**config.mk**
```make
export PLATFORM = sky130hd
export DESIGN_NAME = int_ack_decoder
export DESIGN_NICKNAME = d
export VERILOG_FILES = /design/src/rtl/int_ack_decoder.sv
export SDC_FILE = /design/constraint.sdc
export NUM_CORES = 1
export LEC_CHECK = 0
export CORE_ASPECT_RATIO = 0.7
export CORE_UTILIZATION = 45
export DETAILED_ROUTE_END_ITERATION = 10
export DONT_BUFFER_PORTS = 1
export GPL_ROUTABILITY_DRIVEN = 0
export HOLD_SLACK_MARGIN = 0.05
export PLACE_DENSITY_LB_ADDON = 0.25
export SLEW_MARGIN = 15
export SYNTH_ARGS = -nofsm -noshare
export SYNTH_HDL_FRONTEND = slang
export SYNTH_SLANG_ARGS = --single-unit
export TNS_END_PERCENT = 50
```
**constraint.sdc**
```tcl
create_clock -name clk -period 4.2 [get_ports clk]
set_input_delay 1.26 -clock clk [delete_from_list [all_inputs] [get_ports clk]]
set_output_delay 1.26 -clock clk [all_outputs]
set_load 0.01 [all_outputs]
```
**src/rtl/int_ack_decoder.sv**
```systemverilog
// int_ack_decoder
//   CPU-side responder for a 4-source interrupt prioritizer. Accepts the
//   winning code and emits a one-hot acknowledge pulse ACK_CYCLES clocks wide.
//   It also presents an interrupt vector and tracks the in-service sources
//   until the CPU strobes end-of-interrupt.
//
//   Optional feature macro: INT_NEST_EN
//     defined   - a strictly higher-priority request is accepted while in
//                 SERVICE (nesting); in_service may hold several bits.
//     undefined - req is ignored in SERVICE; in_service is at most one-hot.
//
// Parameters
//   VEC_BASE    base of vector table; vec = VEC_BASE + code*4 (mod 256)
//   ACK_CYCLES  ack pulse width in clocks, 1..15
//
// Ports
//   clk        in   system clock, rising edge
//   rst_n      in   asynchronous active-low reset
//   req        in   prioritizer has a pending request
//   code[1:0]  in   winning source index (3 = highest priority)
//   cpu_ready  in   CPU can accept an interrupt this cycle
//   eoi        in   end-of-interrupt strobe, one cycle
//   ack[3:0]   out  one-hot acknowledge to sources a..d
//   vec_valid  out  vec is valid
//   vec[7:0]   out  interrupt vector (holds last value when not valid)
//   in_service out  sources currently being serviced
//   busy       out  state is not IDLE
//
// state   | meaning
// --------+---------------------------------------------------------
// IDLE    | waiting for req && cpu_ready
// ACK     | driving ack/vec for ACK_CYCLES clocks for the latched code
// SERVICE | waiting for eoi (or, with nesting, a higher request)

module int_ack_decoder #(
    parameter logic [7:0]  VEC_BASE   = 8'h20,
    parameter int unsigned ACK_CYCLES = 2
) (
    input  logic       clk,
    input  logic       rst_n,
    input  logic       req,
    input  logic [1:0] code,
    input  logic       cpu_ready,
    input  logic       eoi,
    output logic [3:0] ack,
    output logic       vec_valid,
    output logic [7:0] vec,
    output logic [3:0] in_service,
    output logic       busy
);

    typedef enum logic [1:0] {
        IDLE    = 2'd0,
        ACK     = 2'd1,
        SERVICE = 2'd2
    } state_t;

    localparam logic [3:0] CNT_INIT = 4'(ACK_CYCLES);

    state_t     state, state_nxt;
    logic [1:0] cur, cur_nxt;
    logic [3:0] cnt, cnt_nxt;
    logic [3:0] ack_nxt;
    logic       vec_valid_nxt;
    logic [7:0] vec_nxt;
    logic [3:0] in_service_nxt;
    logic       busy_nxt;
    logic       accept;
    logic [3:0] in_service_cleared;

    function automatic logic [3:0] onehot(input logic [1:0] idx);
        onehot = 4'b0001 << idx;
    endfunction

    // Drop the highest-priority bit: the most recently nested source is
    // always the highest one still set.
    function automatic logic [3:0] clr_top(input logic [3:0] v);
        logic [3:0] r;
        r = v;
        if (v[3])      r[3] = 1'b0;
        else if (v[2]) r[2] = 1'b0;
        else if (v[1]) r[1] = 1'b0;
        else           r[0] = 1'b0;
        return r;
    endfunction

`ifdef INT_NEST_EN
    function automatic logic [1:0] top_idx(input logic [3:0] v);
        if (v[3])      return 2'd3;
        else if (v[2]) return 2'd2;
        else if (v[1]) return 2'd1;
        else           return 2'd0;
    endfunction
`endif

    assign in_service_cleared = clr_top(in_service);

    always_comb begin
        state_nxt      = state;
        cur_nxt        = cur;
        cnt_nxt        = cnt;
        ack_nxt        = ack;
        vec_valid_nxt  = vec_valid;
        vec_nxt        = vec;
        in_service_nxt = in_service;
        accept         = 1'b0;

        case (state)
            IDLE: begin
                if (req && cpu_ready)
                    accept = 1'b1;
            end
            ACK: begin
                // cnt counts the ack cycles still to be shown including this one
                if (cnt <= 4'd1) begin
                    state_nxt      = SERVICE;
                    ack_nxt        = 4'b0000;
                    vec_valid_nxt  = 1'b0;
                    in_service_nxt = in_service | onehot(cur);
                end else begin
                    cnt_nxt = cnt - 4'd1;
                end
            end
            SERVICE: begin
                // eoi has precedence over any request on the same edge
                if (eoi) begin
                    in_service_nxt = in_service_cleared;
                    if (in_service_cleared == 4'b0000)
                        state_nxt = IDLE;
                end
`ifdef INT_NEST_EN
                else if (req && cpu_ready && (code > top_idx(in_service))) begin
                    accept = 1'b1;
                end
`endif
            end
            default: begin
                state_nxt = IDLE;
            end
        endcase

        if (accept) begin
            state_nxt     = ACK;
            cur_nxt       = code;
            cnt_nxt       = CNT_INIT;
            ack_nxt       = onehot(code);
            vec_valid_nxt = 1'b1;
            vec_nxt       = VEC_BASE + {4'b0000, code, 2'b00};
        end

        busy_nxt = (state_nxt != IDLE);
    end

    always_ff @(posedge clk or negedge rst_n) begin
        if (!rst_n) begin
            state      <= IDLE;
            cur        <= 2'd0;
            cnt        <= 4'd0;
            ack        <= 4'b0000;
            vec_valid  <= 1'b0;
            vec        <= 8'h00;
            in_service <= 4'b0000;
            busy       <= 1'b0;
        end else begin
            state      <= state_nxt;
            cur        <= cur_nxt;
            cnt        <= cnt_nxt;
            ack        <= ack_nxt;
            vec_valid  <= vec_valid_nxt;
            vec        <= vec_nxt;
            in_service <= in_service_nxt;
            busy       <= busy_nxt;
        end
    end

endmodule
```
==> results of run 1 <==
[synth_stat cells (all sizes together), types with 3 or more instances]
library cell  count  area (um2)
dfrtp            19         475
nand2            10        37.5
inv               8        30.0
buf               5        37.5
o21ai             5        25.0
nor2              4        17.5
o32ai             4        35.0
nand2b            3        21.3
nand3             3        15.0
[routing by layer]
layer	part of all wire	vias up
li1	-	298
met1	0.45	302
met2	0.46	31
met3	0.078	2
met4	0.0061	0
met5	0	-
[cells by family (layout without fill, tap and decap cells)]
group	Yosys count	after routing	synth area share
mux	1	1	0.0110
simple gates	26	26	0.159
buf+inv	15	12	0.0822
xor+xnor	1	1	0.00959
flops	19	19	0.521
compound gates	20	20	0.175
fa+ha+maj	3	3	0.0384
other cells	1	5	0.00411
[flip-flops by register name, summed over array words and instances (netlist names)]
register and cells:
state 2, busy 1, vec 2, ack 4, in_service 4, vec_valid 1
cnt 4, cur 1
[area by class of cell]
| cell class | count | area [um2] |
|---|---|---|
| well taps | 22 | 27.5 |
| flip-flops and latches | 19 | 475 |
| fillers | 172 | 946 |
| inverters | 8 | 30.0 |
| multi-input cells | 56 | 378 |
| clock buffers | 3 | 22.5 |
| clock inverters | 1 | 7.51 |
[report_power, final]
group / internal, mW / switching [mW]
clock: 0.0362 / 0.0611
sequential: 0.259 / 0.117
combinational: 0.0936 / 0.113
total: 0.389 / 0.291
[through the flow]
stage                     hold WS, ns  setup WS, ns  utilization  instance area, um2
final                           0.555          2.12        0.499                 941
after floorplan                 0.500          2.33            -                 928
after global placement          0.521          1.96        0.483                 911
after CTS                       0.556          2.12        0.499                 941
after global routing            0.595          2.09        0.499                 941
after detailed placement        0.527          1.88        0.483                 911
[cells in the final DEF, fill, tap and decap left out, drive strengths merged]
cell and n:
nand3b 1, and2 1, clkinvlp 1, nand4 1
nand3 3, nor4 2, nor2b 1, ha 2
o41ai 1, a21oi 2, o32ai 4, o31ai 2
maj3 1, mux2i 1, nand2b 3, o31a 1
a31oi 1, nor2 4, clkbuf 3, o211ai 2
inv 8, conb 5, dfrtp 19, o311ai 1
a32o 1, nand2 10, o21ai 5, xnor2 1
[how the worst min path moves through the flow]
| stage | start | endpoint | slack [ns] |
|---|---|---|---|
| 2_1_floorplan | cnt[1] | cnt[1] | 0.50 |
| 4_1_cts | cnt[1] | cnt[1] | 0.56 |
| 5_1_grt | vec[5] | vec[5] | 0.59 |
| 3_5_place_dp | cnt[1] | cnt[1] | 0.53 |
| 3_3_place_gp | cnt[1] | cnt[1] | 0.52 |
| 6_report | cnt[1] | cnt[1] | 0.56 |
==> flow_summary.ini, run 1 <==
[timing]
worstMarginPinSlew_ns = 0.648
setup_tns_ns = 0
rsz0062_at_grt = no
fmax_mhz = 481
setup_violations = 0
max_slew_margin = 0.567
hold_viol = 0
skew_ns = 0.00581
final.min_clock_period_ns = 2.08
slew_violations = 0
period_share = 0.495

[drt]
vias = 633
vias_per_cell = 5.81
drtPass1Iterations = 4
routed_wl_mm = 1.63
drtAntennaViolNets = 0
drc = 0
post_drt_wl_per_cell_um = 15.0
drt_iter0_markers = 9

[synth]
synth_flop_cell = dfrtp_1
synth-seq-cells = 19
syn_area_um2 = 913
synth_edf_count = 0
yosysWarnings = 0
syn_inst = 86
ys_seq_area_frac = 0.521
synth.avg_cell_area_um2 = 10.6
synth_cell_types = 31
async_flop_share = 1.00

[die]
core_um2 = 1890
dieWidth_um = 55.8
die_area_um2 = 2220
ios = 25
start_util = 0.484
fp.dieH_um = 39.7
std_cell_rows = 13

[clock_network]
cts_tree = built
insertion_delay_ns = 0.30
cts-resized-gates = 0
cts_max_path_buffers = 2
numCtsBuffers = 3
clock-sinks = 19
root_buffer = clkbuf_4
hold_buffers = 0
path_clk_slew_ns = 0.12
post_cts_buffers = 0
h-tree-depth = 1

[global_routing]
met3_usage = 0.0858
grt.overflow.total = 0
grt_usage = 0.167
use_met2 = 0.262
grt_max_degree = 21
grt_pass1_wl_mm = 2.68
use_met1 = 0.208
antenna_found_initial = 0
grt_pass1_vias = 609
grt.busiest_layer = met2

[pwr]
leakage_nw = 0.407
finalPower_uw = 680
pwr_density_cell_nw_per_um2 = 723
worst_ir_drop_vdd_uv = 396

[critical_path]
arrival_ns = 0.82
cp.required_ns = 2.94
crit_end = vec[3]
reg2reg_depth = 6
cp.depth = 0
crit_path_end_kind = output pin
r2r_start = cnt[0]
crit_fanout = 6
critPathKind = register to output pin
r2r_slack_ns = 2.49
crit_start = vec[3]
rr_endpoint = cnt[3]
start_kind = register

[flow_run]
cap_violations = 0

[final_layout]
layout-drive-gt1-share = 0.0920
fin_cells = 109
syn_to_final_growth_pct = 3.01
fin_nets = 97
n_antenna_cell = 0

[place]
dp.cells = 105
io_buffers = 0
dp_hpwl_mm = 1.19

[min_path]
min_path_type = register to register
holdPathStages = 2

[run_status]
status = completed
Note: power is estimated with default switching activity, not from simulation.
==> inputs of run 2 (changes only) <==
clock period = 1.9 ns   (was 4.2 ns; I/O delays follow)
==> flow_summary.ini, run 2 (synthesis gave the netlist of run 1 again) <==
[pwr]
worst_ir_drop_vdd_uv = 966
pwr_density_cell_nw_per_um2 = 1550
leakage_nw = 0.432

[run_status]
status = completed

[critical_path]
arrival_ns = 1.93
r2r_start = cnt[0]
worst_path_max_delay_cell = dfrtp_1
crit_fanout = 6
cp.required_ns = 2.14
rr_endpoint = cnt[3]
r2r_slack_ns = 0.22
crit_path_end_kind = register
crit_end = cnt[3]
crit_start = cnt[0]
critPathKind = register to register
cp_cell_sequence = inv_1 > ha_1 > nor2_1 > o311ai_4 > nor4_1 > mux2i_1
start_kind = register
reg2reg_depth = 6
max_stage_delay_ns = 0.43

[place]
postPlaceCellArea_um2 = 941
io_buffers = 0
dp.cells = 109
pre_cts_slack_ns = 0.219
dp_hpwl_mm = 1.14

[timing]
setup_violations = 0
setup_ws_ns = 0.216
final.min_clock_period_ns = 1.68
rsz0062_at_grt = no
max_slew_margin = 0.444
period_share = 0.887
hold_viol = 0
skew_ns = 0.00573
fmax_mhz = 594
slew_violations = 0
setup_tns_ns = 0
worstMarginPinSlew_ns = 0.832

[final_layout]
n_antenna_cell = 0
final_common_cell = dfrtp_1
stdcell_area_um2 = 981
layout-drive-gt1-share = 0.130
top_regs = ack (4), cnt (4), in_service (4)
fillCellCount = 186
layout_common_cells = dfrtp_1 (19), nand2_1 (10), inv_1 (8)
fin_cells = 114
syn_to_final_growth_pct = 7.40
fin_nets = 102

[drt]
post_drt_wl_per_cell_um = 13.8
drtAntennaViolNets = 0
vias = 623
routed_wl_mm = 1.57
drtPass1Iterations = 4
vias_per_cell = 5.46
drc = 0
drt_iter0_markers = 9

[die]
dieWidth_um = 55.8
fp.dieH_um = 39.7
start_util = 0.484
die_area_um2 = 2220
ios = 25
core_um2 = 1890
std_cell_rows = 13

[min_path]
min_path_type = input pin to register

[clock_network]
post_cts_buffers = 0
clock-sinks = 19
path_clk_slew_ns = 0.12
insertion_delay_ns = 0.31
cts_tree = built
root_buffer = clkbuf_4
numCtsBuffers = 3
cts-resized-gates = 0
cts_max_path_buffers = 2
h-tree-depth = 1

[global_routing]
grt_max_degree = 21
grt.overflow.total = 0
antenna_found_initial = 0
grt_usage = 0.163
grt_pass1_vias = 576
grt_pass1_wl_mm = 2.53

[flow_run]
cap_violations = 0
==> run 2: changes by cell type in the layout (fill, tap and decap cells not counted), sizes merged <==
cell	before	now
dlygate4sd3	0	1
buf	0	4
==> run 2: cell type report <==
| type | instances | area, um2 | area share |
|---|---|---|---|
| sequential | 19 | 475 | 0.485 |
| clock buffer | 3 | 22.5 | 0.0230 |
| inverter | 8 | 30.0 | 0.0306 |
| timing repair buffer | 5 | 40.0 | 0.0408 |
| multi-input combinational | 56 | 378 | 0.385 |
| tap | 22 | 27.5 | 0.0281 |
| clock inverter | 1 | 7.51 | 0.00765 |
==> run 2: per-layer routing <==
layer,wire (um),track usage,up-vias
met5,0,0,-
met4,13,0.0549,0
met3,129,0.0957,2
met2,647,0.241,23
met1,778,0.198,291
li1,-,-,307
==> run 2: how the worst min path moves through the flow <==
stage,start,endpoint,cells past startpoint
floorplan,rst_n,ack[0],0
global placement,rst_n,cnt[2],0
finish,eoi,in_service[3],1
CTS,eoi,in_service[3],1
detailed placement,rst_n,state[0],0
global route,eoi,in_service[3],1
==> run 2: critical path: cells and delay by family (launching register included) <==
kind,cells,cell delay [ns]
simple gates,2,0.55
flops,1,0.43
mux,1,0.22
fa+ha+maj,1,0.20
compound gates,1,0.16
buf+inv,1,0.06
==> run 2: per-stage QoR <==
| stage | util | hold WS, ns | power, mW |
|---|---|---|---|
| 6_report | 0.520 | 0.342 | 1.52 |
| 4_1_cts | 0.520 | 0.333 | 1.54 |
| 5_1_grt | 0.520 | 0.327 | 1.65 |
| 3_3_place_gp | 0.499 | 0.275 | 1.30 |
| 2_1_floorplan | - | 0.274 | 1.19 |
| 3_5_place_dp | 0.499 | 0.275 | 1.31 |
==> run 2: power by group <==
group / switching [mW] / leakage, nW / internal, mW
registers: 0.248 / 0.233 / 0.569
logic: 0.258 / 0.185 / 0.231
clock network: 0.135 / 0.0139 / 0.0803
total: 0.641 / 0.432 / 0.880
==> run 2: repair_timing <==
| item | 4_1_cts | 5_1_grt |
|---|---|---|
| endpoints found under the hold margin | 19 | 0 |
| endpoints found under the setup margin | 0 | 0 |
| hold buffers | 1 | 0 |
==> inputs of run 3 (changes only) <==
SKIP_LAST_GASP = 1   (was default)
==> results of run 3 <==
The final DEF is identical to that of run 2; final timing and power are the same.
